==> src/rtl/pc_sequencer.sv <==
// Next-PC selection and pipeline stall/flush control for the 5-stage core.
// Detects load-use and branch-operand hazards in ID and drains the pipeline on halt.
module pc_sequencer #(
    parameter logic [31:0] RESET_PC     = 32'h0000_0000,
    parameter int unsigned DRAIN_CYCLES = 4
) (
    input  logic        clk,
    input  logic        reset,
    input  logic [31:0] pc_current,
    input  logic        idex_mem_read,
    input  logic        idex_reg_write,
    input  logic [4:0]  idex_rt,
    input  logic [4:0]  idex_rd,
    input  logic [4:0]  ifid_rs,
    input  logic [4:0]  ifid_rt,
    input  logic        ifid_uses_rt,
    input  logic        id_is_branch,
    input  logic        branch_taken,
    input  logic [31:0] branch_target,
    input  logic        jump,
    input  logic [31:0] jump_target,
    input  logic        halt,
    output logic [31:0] pc_next,
    output logic        pc_hold,
    output logic        ifid_hold,
    output logic        ifid_flush,
    output logic        idex_flush,
    output logic        halted,
    output logic [15:0] stall_count,
    output logic [15:0] flush_count
);

    localparam logic [1:0] ST_RUN    = 2'd0;
    localparam logic [1:0] ST_DRAIN  = 2'd1;
    localparam logic [1:0] ST_HALTED = 2'd2;

    localparam logic [3:0] DRAIN_LOAD = 4'(DRAIN_CYCLES);

    logic [1:0] state;
    logic [1:0] state_nxt;
    logic [3:0] drain_cnt;
    logic       lu;
    logic       bh;
    logic       hz;
    logic       stall_evt;
    logic       flush_evt;
    logic       halt_evt;

    assign lu = idex_mem_read && (idex_rt != 5'd0) &&
                ((idex_rt == ifid_rs) || (ifid_uses_rt && (idex_rt == ifid_rt)));
    assign bh = id_is_branch && idex_reg_write && (idex_rd != 5'd0) &&
                ((idex_rd == ifid_rs) || (idex_rd == ifid_rt));
    assign hz = lu || bh;

    // Hazards outrank every redirect so a stalled branch/jump/halt is replayed cleanly.
    always_comb begin
        pc_next    = pc_current + 32'd4;
        pc_hold    = 1'b0;
        ifid_hold  = 1'b0;
        ifid_flush = 1'b0;
        idex_flush = 1'b0;
        halted     = 1'b0;
        state_nxt  = state;
        stall_evt  = 1'b0;
        flush_evt  = 1'b0;
        halt_evt   = 1'b0;
        if (reset) begin
            pc_next    = RESET_PC;
            ifid_flush = 1'b1;
            idex_flush = 1'b1;
        end else begin
            case (state)
                ST_RUN: begin
                    if (hz) begin
                        pc_hold    = 1'b1;
                        ifid_hold  = 1'b1;
                        idex_flush = 1'b1;
                        stall_evt  = 1'b1;
                    end else if (halt) begin
                        pc_hold    = 1'b1;
                        ifid_flush = 1'b1;
                        state_nxt  = ST_DRAIN;
                        halt_evt   = 1'b1;
                    end else if (jump) begin
                        pc_next    = jump_target;
                        ifid_flush = 1'b1;
                        flush_evt  = 1'b1;
                    end else if (branch_taken) begin
                        pc_next    = branch_target;
                        ifid_flush = 1'b1;
                        flush_evt  = 1'b1;
                    end
                end
                ST_DRAIN: begin
                    pc_next    = pc_current;
                    pc_hold    = 1'b1;
                    ifid_flush = 1'b1;
                    if (drain_cnt == 4'd1) begin
                        state_nxt = ST_HALTED;
                    end
                end
                ST_HALTED: begin
                    pc_next    = pc_current;
                    pc_hold    = 1'b1;
                    ifid_flush = 1'b1;
                    halted     = 1'b1;
                end
                default: begin
                    state_nxt = ST_RUN;
                end
            endcase
        end
    end

    always_ff @(posedge clk) begin
        if (reset) begin
            state       <= ST_RUN;
            drain_cnt   <= 4'd0;
            stall_count <= 16'd0;
            flush_count <= 16'd0;
        end else begin
            state <= state_nxt;
            if (halt_evt) begin
                drain_cnt <= DRAIN_LOAD;
            end else if ((state == ST_DRAIN) && (drain_cnt != 4'd0)) begin
                drain_cnt <= drain_cnt - 4'd1;
            end
            if (stall_evt && (stall_count != 16'hFFFF)) begin
                stall_count <= stall_count + 16'd1;
            end
            if (flush_evt && (flush_count != 16'hFFFF)) begin
                flush_count <= flush_count + 16'd1;
            end
        end
    end

endmodule

==> config.mk <==
export PLATFORM = sky130hd
export DESIGN_NAME = pc_sequencer
export DESIGN_NICKNAME = d
export VERILOG_FILES = /design/src/rtl/pc_sequencer.sv
export SDC_FILE = /design/constraint.sdc
export NUM_CORES = 1
export LEC_CHECK = 0
export BUFFER_PORTS_ARGS = -buffer_cell sky130_fd_sc_hd__buf_2
export CORE_ASPECT_RATIO = 1.75
export CORE_UTILIZATION = 43
export DETAILED_ROUTE_END_ITERATION = 16
export GPL_ROUTABILITY_DRIVEN = 0
export MAX_ROUTING_LAYER = met4
export PLACE_DENSITY = 0.83
export SLEW_MARGIN = 40
export SYNTH_ARGS = -nofsm -noshare
export SYNTH_HDL_FRONTEND = slang
export SYNTH_SLANG_ARGS = --single-unit
==> constraint.sdc <==
create_clock -name clk -period 2.3 [get_ports clk]
set_clock_uncertainty 0.05 [all_clocks]
set_input_delay 0 -clock clk [delete_from_list [all_inputs] [get_ports clk]]
set_output_delay 0 -clock clk [all_outputs]
set_load 0.005 [all_outputs]
* Word level (Yosys, flattened, before mapping)
Index checks and enable logic that the tools add are counted.
** Word-level totals
- Register bits after elaboration :: 38
- Output and inout bits :: 69
** Operators by class
- Add/sub/neg operators :: 4
- Equal/unequal tests :: 12
- Mux-type cells :: 35
- Bitwise logic cells :: 1
- Reductions and logical operators :: 20
** Operators by type and width (count)
- $mux 32 :: 5
- $pmux 32 s2 :: 1
- $add 16x1->16 const B :: 2
- $add 32x3->32 const B :: 1
- $ne 16x16->1 const B :: 2
- $mux 1 :: 21
- $eq 5x5->1 :: 4
- $reduce_bool 5->1 :: 2
- $logic_and 1x1->1 :: 9
- $mux 2 :: 3
- $mux 3 :: 2
- $ne 2x2->1 const B :: 3
- $pmux 2 s3 :: 1
- $eq 4x1->1 const B :: 1
- $pmux 1 s2 :: 2
- $reduce_and 4->1 :: 1
- $reduce_bool 4->1 :: 1
- $reduce_or 2->1 :: 2
- $sub 4x1->4 const B :: 1
- $logic_or 1x1->1 :: 3
- $eq 2x1->1 const B :: 1
- $eq 2x2->1 const B :: 1
- $logic_not 2->1 :: 1
- $reduce_bool 2->1 :: 1
- $not 1->1 :: 1

* Depth between registers and ports, before layout
Gate-level depths: netlist of run 1.
- Word-level depth :: 9
- Depth in mapped cells :: 10
- Mapped depth without buffers :: 8

* Worst setup path after synthesis of run 1
No wires, ideal clock.
- Path kind :: reg2reg
- Start point :: register state[0]
- End point :: register flush_count[15]
- Library setup time :: 0.071 ns
- Arrival :: 2.016 ns
- Data required time :: 2.179 ns
- Setup slack :: 0.163 ns
- Stages on the path, launching flop included :: 10
- Buffers on the path :: 1
- Clock period less this slack :: 2.137 ns
- Path through :: dfxtp_1 inv_1 ha_1 clkbuf_1 nand2_1 a41o_1 nor2_1 nand3_1 or3_1 a21oi_1
** Between the ends
- Word-level cells in the longest chain between the ends :: 4
** Ends and longest elaborated chain
- start, declared :: line 39 : logic [1:0] state;
- start signal, assigned :: line 122 : state <= state_nxt;
- $logic_not 2->1 :: line 72 : case (state)
- $mux 1 :: line 72
- $mux 1 :: line 67 : if (reset) begin
- $logic_and 1x1->1 :: line 131 : if (flush_evt && (flush_count != 16'hFFFF)) begin
- end signal, assigned :: line 132 : flush_count <= flush_count + 16'd1;
- end, declared :: line 30 : output logic [15:0] flush_count
No other way between the ends.
A chain may end at the register's enable or synchronous reset.

* Worst setup path in the final report of run 1
- Start point :: register state[1]
- End point :: output pc_next[5]
** Between the ends
- Word-level cells in the longest chain between the ends :: 4
- Elaborated cells between the ends (all ways) :: 6
- Those cells by class :: eq/ne: 2; mux: 2; reduce/logical: 2
** Ends and longest elaborated chain
- $eq 2x1->1 or $eq 2x2->1 (tied branches) :: line 72
- $reduce_or 2->1 (no line)
- $pmux 32 s2 (*) :: line 72
- $mux 32 (*) :: line 67
- end, declared :: line 23 : output logic [31:0] pc_next,
Every way passes the cells marked *; elsewhere a longest branch is shown, timed or not.

==> summary.txt, run 1 <==
Route
  – Via density: 5.94
  – Wirelength per Cell: 16.8 um
  – Final ANT Viol Nets: 0
  – Detailed Routing Iterations Pass 1: 5
  – Drc violations: 0
  – Via count: 5,361
  – DR iter-0 viols: 312
  – Drt total wl: 15,200 um

GRT
  – First-pass GRT wire length: 22,700 um
  – Vias in the first global route: 4,946
  – Initial antenna violation count: 0
  – Largest net degree at the start of global routing: 61
  – Grt total ovfl: 0
  – Total GRT Usage: 0.304

Logic synthesis
  – YS warnings: 0
  – Post-synth EDFFs: 0
  – Synthesized area per cell: 6.88 um^2
  – Primary FF master, synth: dfxtp_1
  – Mapped cell area: 4090 um^2
  – Simple logic cell fraction of the synthesized area: 0.323
  – Synth Area in XOR/XNOR: 0.101
  – Mux cell area share after synthesis: 0.0499
  – Post-synth ARST share: 0
  – Mapped Cells: 594
  – Post-Synth Adder-Cell Area: 0.0275
  – Net Count, Synth: 728
  – Yosys cell types: 55
  – Largest family of logic cells by synthesized area: simple AND/OR/NAND/NOR gates
  – #FFs+latches synth: 38
  – Synth Area in Compound Gates: 0.253
  – Sequential fraction of the synthesis area: 0.186

Timing
  – RSZ-0062 raised after global routing: false
  – Max Freq: 449 MHz
  – Setup_tns: 0 ps
  – Pins over their slew limit: 0
  – Worst-Margin Slew: 654 ps
  – Hold Fails Final Rpt: 0
  – Minimum clock period: 2230 ps
  – Final setup vio count: 0
  – Ratio of final minimum period to clock period: 0.968
  – Rel. slew slack: 0.564

Power
  – Leak Pwr: 2.56 nW
  – VDD IR max: 0.661 mV
  – P per Cell Area: 434 nW/um^2

Placement
  – Hpwl dp: 11,700 um
  – Port buffer count: 193

Critical path
  – R2R setup slack: 140 ps
  – CP Capture Type: output pin
  – Worst path required time: 2250 ps
  – Crit path kind: reg2out
  – CP startpoint kind: flip-flop
  – CP Max Fanout: 22
  – Worst path arrival time: 2180 ps

Clock tree
  – CTS clock-pin slew for the worst setup and hold paths: 60 ps
  – Clock Path Buffers: 2
  – H-tree depth: 2
  – Post-CTS Repair Setup Buffers: 0
  – Clk root buf: clkbuf_16
  – Clock tree from TritonCTS: done
  – Sink Count: 38
  – CTS Buf Count: 5
  – Clk Latency, worst-skew pair: 290 ps

Die
  – Die X: 75.7 um
  – Chip Height: 131 um
  – FP Rows: 46
  – I/O pin count: 194
  – Core area: 9150 um^2
  – DIE AREA: 9920 um^2
  – Starting Density: 0.447

Final layout
  – Share of cells above drive strength 1: 0.311
  – Antenna Cells: 0
  – Final core occ: 0.597
  – Commonest cells after routing, fill and taps aside: buf_2, nand2_1, nor2_1
  – Final net count: 916
  – Commonest non-fill, non-tap cell in the layout: buf_2
  – P&R area growth vs syn: 33.6%

Flow run
  – Max cap viols: 0

Outcome
  – Outcome: finished clean

Hold path
  – Worst hold-check path type: in2reg
logic make-up (layout without fill, tap and decap cells):
family,after synthesis,in the layout
AND/OR/NAND/NOR,267,267
AO/OA/AOI/OAI,151,151
buffers and inverters,62,250
XOR/XNOR,47,47
multiplexers,20,20
adder cells (fa/ha/maj),9,9
flip-flops,38,38
synth_stat cells, types with 3 or more instances:
cell type,number,area [um^2]
o21a_1,10,75.1
nand4_1,15,93.8
mux2_2,3,33.8
dfxtp_1,38,761
a32oi_1,3,26.3
o22ai_1,13,81.3
nand2b_1,4,25.0
o211ai_1,5,37.5
o311ai_0,3,26.3
a31oi_1,17,106
mux2i_1,17,170
nor2_1,49,184
o21ai_0,22,110
nor4_1,6,37.5
nand2_1,81,304
xor2_1,10,87.6
or3_1,5,31.3
a221oi_1,8,70.1
and3_1,26,163
and4_1,14,123
nor3_1,14,70.1
ha_1,9,113
nand3_1,40,200
clkbuf_1,32,120
inv_1,21,78.8
xnor2_1,37,324
o221ai_1,14,123
a21oi_1,32,160
and2_1,7,43.8
buf_2,6,30.0
metal layers:
metal	global-route usage	routed length (um)
met1	0.316	5530
met2	0.559	8180
met3	0.0314	952
met4	0.135	542
met5	-	0
per-stage QoR:
stage / instances / power (W) / area, um^2 / setup WS, ps / hold slack [ps]
after floorplan: 594 / 0.00118 / 4090 / 163 / 65.7
after global placement: 895 / 0.00153 / 5270 / 109 / 296
after detailed placement: 895 / 0.00156 / 5270 / 15.0 / 306
after CTS: 902 / 0.00237 / 5440 / 15.0 / 9.12
after global routing: 902 / 0.00249 / 5460 / 11.5 / 45.2
final: 902 / 0.00237 / 5460 / 74.2 / 16.7
flip-flops by register name, summed over array words and instances (netlist names):
| signal | flops |
|---|---|
| flush_count | 16 |
| stall_count | 16 |
| drain_cnt | 4 |
| state | 2 |
worst paths after layout:
kind / to / depth (start not counted) / start
setup reg to reg: flush_count[15] / 8 / state[0]
setup / recovery: pc_next[5] / 9 / state[1]
hold reg to reg: flush_count[15] / 2 / flush_count[15]
hold / removal: state[0] / 3 / halt
worst max-delay path: stages, from the launching register on:
cell	delay (ps)
dfxtp_1	390
inv_1	90
ha_2	370
buf_6	210
nor2b_2	220
a21oi_1	60
a21oi_1	150
o21ai_0	100
nor2_1	170
buf_2	140
timing repair:
| action | CTS | global route |
|---|---|---|
| setup endpoints to repair | 0 | 21 |
| hold buffers | 0 | 0 |
| resized for setup | 0 | 7 |
| endpoints found under the hold margin | 0 | 0 |
power by group:
group | leakage, nW | total (W) | switching, W | internal (W)
clock network | 0.0829 | 0.000799 | 0.000265 | 0.000535
logic | 2.17 | 0.000892 | 0.000501 | 0.000391
registers | 0.307 | 0.000679 | 0.0000103 | 0.000669
total | 2.56 | 0.00237 | 0.000776 | 0.00159
layout make-up:
cell class	count	area, um^2
inverter	21	78.8
clock buffer	6	139
sequential	38	761
clock inverter	1	30.0
fill	871	3690
tap	120	150
timing repair buffer	222	1200
multi-input combinational	494	3110
Power figures use the tool's default switching activity.
==> inputs of run 2 (changes only) <==
- PLACE_DENSITY: 0.83 -> 0.81
==> run 2 against run 1 <==
  * Global-route usage fell by 0.56 points
  * Flip-flop and latch count did not move
  * Clock power is essentially flat
  * Non-clock buffer count up 5
  * Combinational power grew 3.9%
  * Critical path depth fell by 1
  * Maximum frequency grew 1.5%
==> summary.txt, run 2 (synthesis gave the netlist of run 1 again) <==
Timing
  – Worst-Margin Slew: 634 ps (-19.8 ps)
  – Final setup vio count: 0 (unchanged)
  – Minimum clock period: 2190 ps (-32.7 ps)
  – Hold WS: 5.09 ps (-11.6 ps)
  – Max Freq: 456 MHz (+1.5%)
  – Ratio of final minimum period to clock period: 0.954 (-0.0142)
  – Final worst slack: 107 ps (+32.7 ps)
  – Pins over their slew limit: 0 (unchanged)
  – Rel. slew slack: 0.577 (+0.0132)
  – Hold Fails Final Rpt: 0 (unchanged)

Outcome
  – Outcome: finished clean

Power
  – VDD IR max: 0.515 mV (-22%)
  – Leak Pwr: 2.59 nW (+1.2%)
  – Switching power: 0.000807 W (+4.0%)
  – Combinational share of power: 0.385 (+0.009)
  – Reg power frac: 0.282 (-0.004)
  – Clock power share: 0.333 (-0.004)
  – P per Cell Area: 433 nW/um^2 (-0.13%)
  – Total power: 0.00241 W (+1.5%)
  – Int Pwr: 0.00160 W (+0.27%)
  – Switching Share: 0.335 (+0.00802)

Final layout
  – P&R area growth vs syn: 35.8%
  – Final net count: 921 (+0.55%)
  – Commonest cells after routing, fill and taps aside: buf_2, nand2_1, nor2_1
  – Design area: 5550 um^2 (+1.6%)
  – Share of cells above drive strength 1: 0.317 (+0.00652)
  – Commonest non-fill, non-tap cell in the layout: buf_2
  – Regs by FF count: flush_count: 16 flops, stall_count: 16 flops, drain_cnt: 4 flops
  – Fillcell total: 854 (-2.0%)

Route
  – Wirelength per Cell: 16.5 um (-2.2%)
  – DR iter-0 viols: 325 (+4.2%)
  – Final ANT Viol Nets: 0 (unchanged)
  – Via density: 5.88 (-1.0%)
  – Detailed Routing Iterations Pass 1: 5 (unchanged)
  – Drc violations: 0 (unchanged)
  – Via count: 5,346 (-0.28%)
  – Drt total wl: 15,000 um (-1.4%)

Critical path
  – R2R setup slack: 160 ps (+20 ps)
  – Worst Setup EP: pc_next[17]
  – R2R Path End: stall_count[10]
  – Crit-path slowest cell: dfxtp_1
  – Largest stage delay on the critical path: 370 ps (-20 ps)
  – Worst reg2reg path startpoint: stall_count[5]
  – CP Max Fanout: 13 (-41%)
  – CP Capture Type: output pin
  – Worst-path cell chain: inv_1 > ha_4 > nand2_4 > buf_4 > and4_1 > o31a_1 > a31oi_1 > buf_2
  – R2R cell count: 8 (unchanged)
  – Worst path required time: 2250 ps (about the same)
  – Worst Setup SP: state[0]
  – CP startpoint kind: flip-flop
  – Crit path kind: reg2out
  – Worst path arrival time: 2140 ps (-40 ps)

Flow run
  – Max cap viols: 0 (unchanged)

Clock tree
  – Clk Latency, worst-skew pair: 290 ps (about the same)
  – # hold bufs at CTS: 0 (unchanged)
  – CTS clock-pin slew for the worst setup and hold paths: 60 ps (about the same)
  – Clock tree from TritonCTS: done
  – Sink Count: 38 (unchanged)
  – H-tree depth: 2 (unchanged)
  – Clk root buf: clkbuf_16
  – Clock Path Buffers: 2 (unchanged)
  – CTS Buf Count: 5 (unchanged)

GRT
  – Vias in the first global route: 5,041 (+1.9%)
  – Initial antenna violation count: 1 (+1)
  – Largest net degree at the start of global routing: 61 (unchanged)
  – First-pass GRT wire length: 22,500 um (-0.97%)
  – Grt total ovfl: 0 (unchanged)
  – Total GRT Usage: 0.299 (-0.00555)

Die
  – DIE AREA: 9920 um^2 (unchanged)
  – I/O pin count: 194 (unchanged)
  – Die X: 75.7 um (unchanged)
  – Core area: 9150 um^2 (unchanged)
  – Starting Density: 0.447 (unchanged)
  – FP Rows: 46 (unchanged)
  – Chip Height: 131 um (unchanged)

Placement
  – Placement Cell Area: 5270 um^2 (unchanged)
  – Port buffer count: 193 (unchanged)
  – Worst slack at placement: 92.4 ps (+77.4 ps)
  – Hpwl dp: 11,400 um (-2.7%)

Hold path
  – Worst hold-check path type: in2reg
  – Worst hold start: halt
[run 2: how the worst min path moves through the flow]
stage	end	depth (start not counted)	slack, ps
global placement	pc_next[1]	4	300
floorplan	pc_next[1]	2	70
finish	state[0]	3	5
detailed placement	state[0]	3	310
CTS	state[0]	3	4
global route	state[0]	3	30
[run 2: power by group through the flow]
stage	Sequential, W	Combinational, W	Clock [W]
2_1_floorplan	0.000691	0.000485	0
3_3_place_gp	0.000691	0.000827	0
3_5_place_dp	0.000693	0.000852	0
4_1_cts	0.000678	0.000856	0.000814
5_1_grt	0.000679	0.00101	0.000843
6_report	0.000678	0.000927	0.000800
[run 2: final cells by class]
| cell class | count | area, um^2 | area share |
|---|---|---|---|
| multi-input cells | 494 | 3120 | 0.562 |
| repair buffers | 227 | 1270 | 0.228 |
| flip-flops and latches | 38 | 762 | 0.137 |
| well taps | 120 | 150 | 0.0270 |
| clock buffers | 5 | 125 | 0.0225 |
| inverters | 21 | 78.8 | 0.0142 |
| clock inverters | 3 | 45.0 | 0.00811 |
| diodes | 1 | 2.50 | 0.000451 |
[run 2: what timing repair did]
item | CTS | global route
setup buffers | 0 | 4
gates cloned | 0 | 1
resized for setup | 0 | 14
setup endpoints to repair | 4 | 23
pin swaps | 0 | 0
[run 2: per-stage QoR]
step | utilization | cells | TNS [ps]
after floorplan | - | 594 | 0
after global placement | 0.576 | 895 | 0
after detailed placement | 0.576 | 895 | 0
after CTS | 0.594 | 903 | -152
after global routing | 0.607 | 909 | -8.87
final | 0.607 | 909 | 0
[run 2: critical path, delay by kind of cell (launching register included)]
| kind | cells | cell delay [ps] |
|---|---|---|
| adders and majority gates | 1 | 340 |
| DFF | 1 | 370 |
| buffers and inverters | 3 | 450 |
| AOI/OAI and AO/OA | 2 | 380 |
| and+or+nand+nor | 2 | 310 |
[run 2: routing by layer]
layer	vias to the layer above	GRT usage	share of wire
li1	2583	-	-
met1	2487	0.289	0.37
met2	218	0.534	0.53
met3	58	0.0529	0.057
met4	0	0.183	0.045
met5	-	-	0
==> inputs of run 3 (changes only) <==
- ABC_AREA: not set -> 1
- CORE_MARGIN: not set -> 3
- CORE_UTILIZATION: 43 -> 46
- CTS_CLUSTER_DIAMETER: not set -> 120
- PLACE_DENSITY: 0.81 -> 0.82
==> run 3 against run 2 <==
  * Clock power shrank 6.5%
  * Global-route usage down 1.9 points
  * Routed wire length is 18% higher
  * Non-clock buffer count down 13
  * Flip-flop and latch count stayed put
  * Hold slack better by 33 ps
  * Maximum frequency grew 1.5%
  * Sequential power grew 8.4%
  * Clock-buffer cell count up 3
  * Largest cell class unchanged
==> summary.txt, run 3 <==
Outcome
  – Outcome: finished clean

Clock tree
  – # hold bufs at CTS: 0 (unchanged)
  – CTS Buf Count: 5 (unchanged)
  – Clock tree from TritonCTS: done
  – H-tree depth: 2 (unchanged)
  – Clock Path Buffers: 2 (unchanged)
  – Clk Latency, worst-skew pair: 280 ps (about the same)
  – Sink Count: 38 (unchanged)
  – Post-CTS Repair Setup Buffers: 0 (unchanged)
  – Clk root buf: clkbuf_16
  – CTS clock-pin slew for the worst setup and hold paths: 60 ps (about the same)

Power
  – Reg power frac: 0.187 (-0.095)
  – Clock power share: 0.191 (-0.142)
  – Total power: 0.00392 W (+63%)
  – Int Pwr: 0.00213 W (+33%)
  – Leak Pwr: 3.18 nW (+23%)
  – VDD IR max: 0.541 mV (+5.0%)
  – Switching Share: 0.458 (+0.123)
  – P per Cell Area: 615 nW/um^2 (+42%)
  – Combinational share of power: 0.622 (+0.237)
  – Switching power: 0.00180 W (+120%)

GRT
  – Vias in the first global route: 6,260 (+24%)
  – Total GRT Usage: 0.280 (-0.0190)
  – Largest net degree at the start of global routing: 33 (-46%)
  – Grt total ovfl: 0 (unchanged)
  – Initial antenna violation count: 0 (-1)
  – First-pass GRT wire length: 27,900 um (+24%)

Hold path
  – WHS Endpoint: stall_count[4]
  – Worst hold start: reset
  – Worst hold-check path type: in2reg
  – Hold path depth: 4 (+1)

Logic synthesis
  – YS warnings: 0 (unchanged)
  – Most frequent cell after synthesis: nand2_1
  – Primary FF master, synth: dfxtp_1
  – Yosys cell types: 38 (-31%)
  – Synthesized area per cell: 5.55 um^2 (-19%)
  – Sequential fraction of the synthesis area: 0.149 (-0.0374)
  – Mapped Cells: 922 (+55%)
  – #FFs+latches synth: 38 (unchanged)
  – Net Count, Synth: 1,056 (+45%)
  – Mapped cell area: 5120 um^2 (+25%)
  – Post-synth ARST share: 0 (unchanged)
  – Top area cells in the synthesized netlist: nand2_1, dfxtp_1, a21oi_1
  – List of most frequent post-synthesis cells: nand2_1, nor2_1, inv_1, a21oi_1, nand3_1
  – Post-synth EDFFs: 0 (unchanged)
  – Dominant cell type by area after synthesis: nand2_1
  – Post-synth top area share: 0.187 (+0.00104)

Critical path
  – Top delay family on crit path: buffers and inverters
  – Worst path arrival time: 2110 ps (-30 ps)
  – Worst path required time: 2250 ps (about the same)
  – R2R setup slack: 290 ps (+130 ps)
  – CP bufs+invs: 4 (+1)
  – CP startpoint kind: flip-flop
  – Worst reg2reg path startpoint: flush_count[0]
  – Crit-path slowest cell: dfxtp_1
  – Crit path kind: reg2out
  – R2R cell count: 10 (+2)
  – CP Capture Type: output pin
  – Largest stage delay on the critical path: 380 ps (about the same)
  – Worst-path cell chain: inv_1 > ha_1 > inv_1 > buf_4 > o21ai_0 > a21oi_1 > nand2_1 > nand2_1 > a21oi_1 > buf_2
  – R2R Path End: flush_count[0]
  – Levels on crit path: 10 (+2)
  – CP Max Fanout: 9 (-4)

Timing
  – RSZ-0062 raised after global routing: false
  – Ratio of final minimum period to clock period: 0.940 (-0.0137)
  – Setup_tns: 0 ps (unchanged)
  – Hold Fails Final Rpt: 0 (unchanged)
  – Minimum clock period: 2160 ps (-31.6 ps)
  – Worst-Margin Slew: 575 ps (-59.2 ps)
  – Pins over their slew limit: 0 (unchanged)
  – Rel. slew slack: 0.614 (+0.0371)
  – Max Freq: 463 MHz (+1.5%)
  – Final setup vio count: 0 (unchanged)

Die
  – Die X: 85.7 um (+13%)
  – I/O pin count: 194 (unchanged)
  – Core area: 10,800 um^2 (+18%)
  – DIE AREA: 12,500 um^2 (+26%)
  – Starting Density: 0.475 (+0.0287)
  – FP Rows: 50 (+8.7%)
  – Chip Height: 146 um (+11%)

Final layout
  – Regs by FF count: flush_count: 16 flops, stall_count: 16 flops, drain_cnt: 4 flops
  – Final core occ: 0.593 (-0.0136)
  – P&R area growth vs syn: 24.7%
  – Commonest non-fill, non-tap cell in the layout: nand2_1
  – Antenna Cells: 0 (-1)
  – Fillcell total: 1,183 (+39%)
  – Final net count: 1,236 (+34%)
  – Share of cells above drive strength 1: 0.261 (-0.0562)
  – Commonest cells after routing, fill and taps aside: nand2_1, buf_2, nor2_1

Placement
  – Port buffer count: 193 (unchanged)
  – Hpwl dp: 14,200 um (+24%)

Flow run
  – Max cap viols: 0 (unchanged)

Route
  – Via count: 6,645 (+24%)
  – Wirelength per Cell: 14.4 um (-13%)
  – Drt total wl: 17,700 um (+18%)
  – Detailed Routing Iterations Pass 1: 6 (+1)
  – DR iter-0 viols: 264 (-19%)
  – Drc violations: 0 (unchanged)
  – Via density: 5.39 (-8.4%)
  – Final ANT Viol Nets: 0 (unchanged)
-- run 3: worst max path at each step --
| stage | from | to |
|---|---|---|
| floorplan | flush_count[0] | flush_count[10] |
| global placement | flush_count[0] | flush_count[0] |
| detailed placement | flush_count[0] | flush_count[0] |
| CTS | state[0] | pc_next[11] |
| global route | state[1] | pc_next[14] |
| finish | state[0] | pc_next[8] |
-- run 3: stage by stage --
stage                     instances  setup WS, ps  hold WS [ps]  cell area, um^2
after global placement         1225           346           289             6210
after CTS                      1233           146          31.5             6380
after floorplan                 922           470          58.0             5120
after detailed placement       1225           300           295             6210
final                          1233           139          38.2             6380
after global routing           1233          10.6          57.9             6380
-- run 3: final cells by class --
cell class | instances | area (um^2) | share of cell area
timing repair buffer | 214 | 1140 | 0.178
clock buffer | 8 | 166 | 0.0261
multi-input combinational | 743 | 3780 | 0.592
inverter | 100 | 375 | 0.0588
tap | 130 | 163 | 0.0255
sequential | 38 | 761 | 0.119
-- run 3: repair_timing --
item,in CTS,in global routing
hold endpoints to repair,0,0
gates resized for setup,0,3
endpoints found under the setup margin,0,3
-- run 3: logic make-up after synthesis --
family          share of synthesized area
compound gates                      0.161
xor+xnor                           0.0856
fa+ha+maj                          0.0220
buf+inv                             0.112
flops                               0.149
simple gates                        0.470
-- run 3: worst reg2reg max path: cells and delay by family (launching register included) --
kind                     cells  cell delay, ps
adder cells (fa/ha/maj)      1             250
flip-flops                   1             420
buffers and inverters        1              90
AND/OR/NAND/NOR              8            1100
-- run 3: per-layer routing --
metal / part of all wire / wire [um] / global-route usage
met5: 0 / 0 / -
met4: 0.054 / 953 / 0.147
met3: 0.055 / 977 / 0.0272
met2: 0.54 / 9590 / 0.527
met1: 0.35 / 6220 / 0.272
-- run 3: power by group through the flow --
stage | combinational, W | clock (W) | sequential, W
finish | 0.00244 | 0.000748 | 0.000735
CTS | 0.00242 | 0.000761 | 0.000734
global placement | 0.00239 | 0 | 0.000745
detailed placement | 0.00241 | 0 | 0.000748
global route | 0.00274 | 0.000787 | 0.000741
floorplan | 0.00159 | 0 | 0.000741
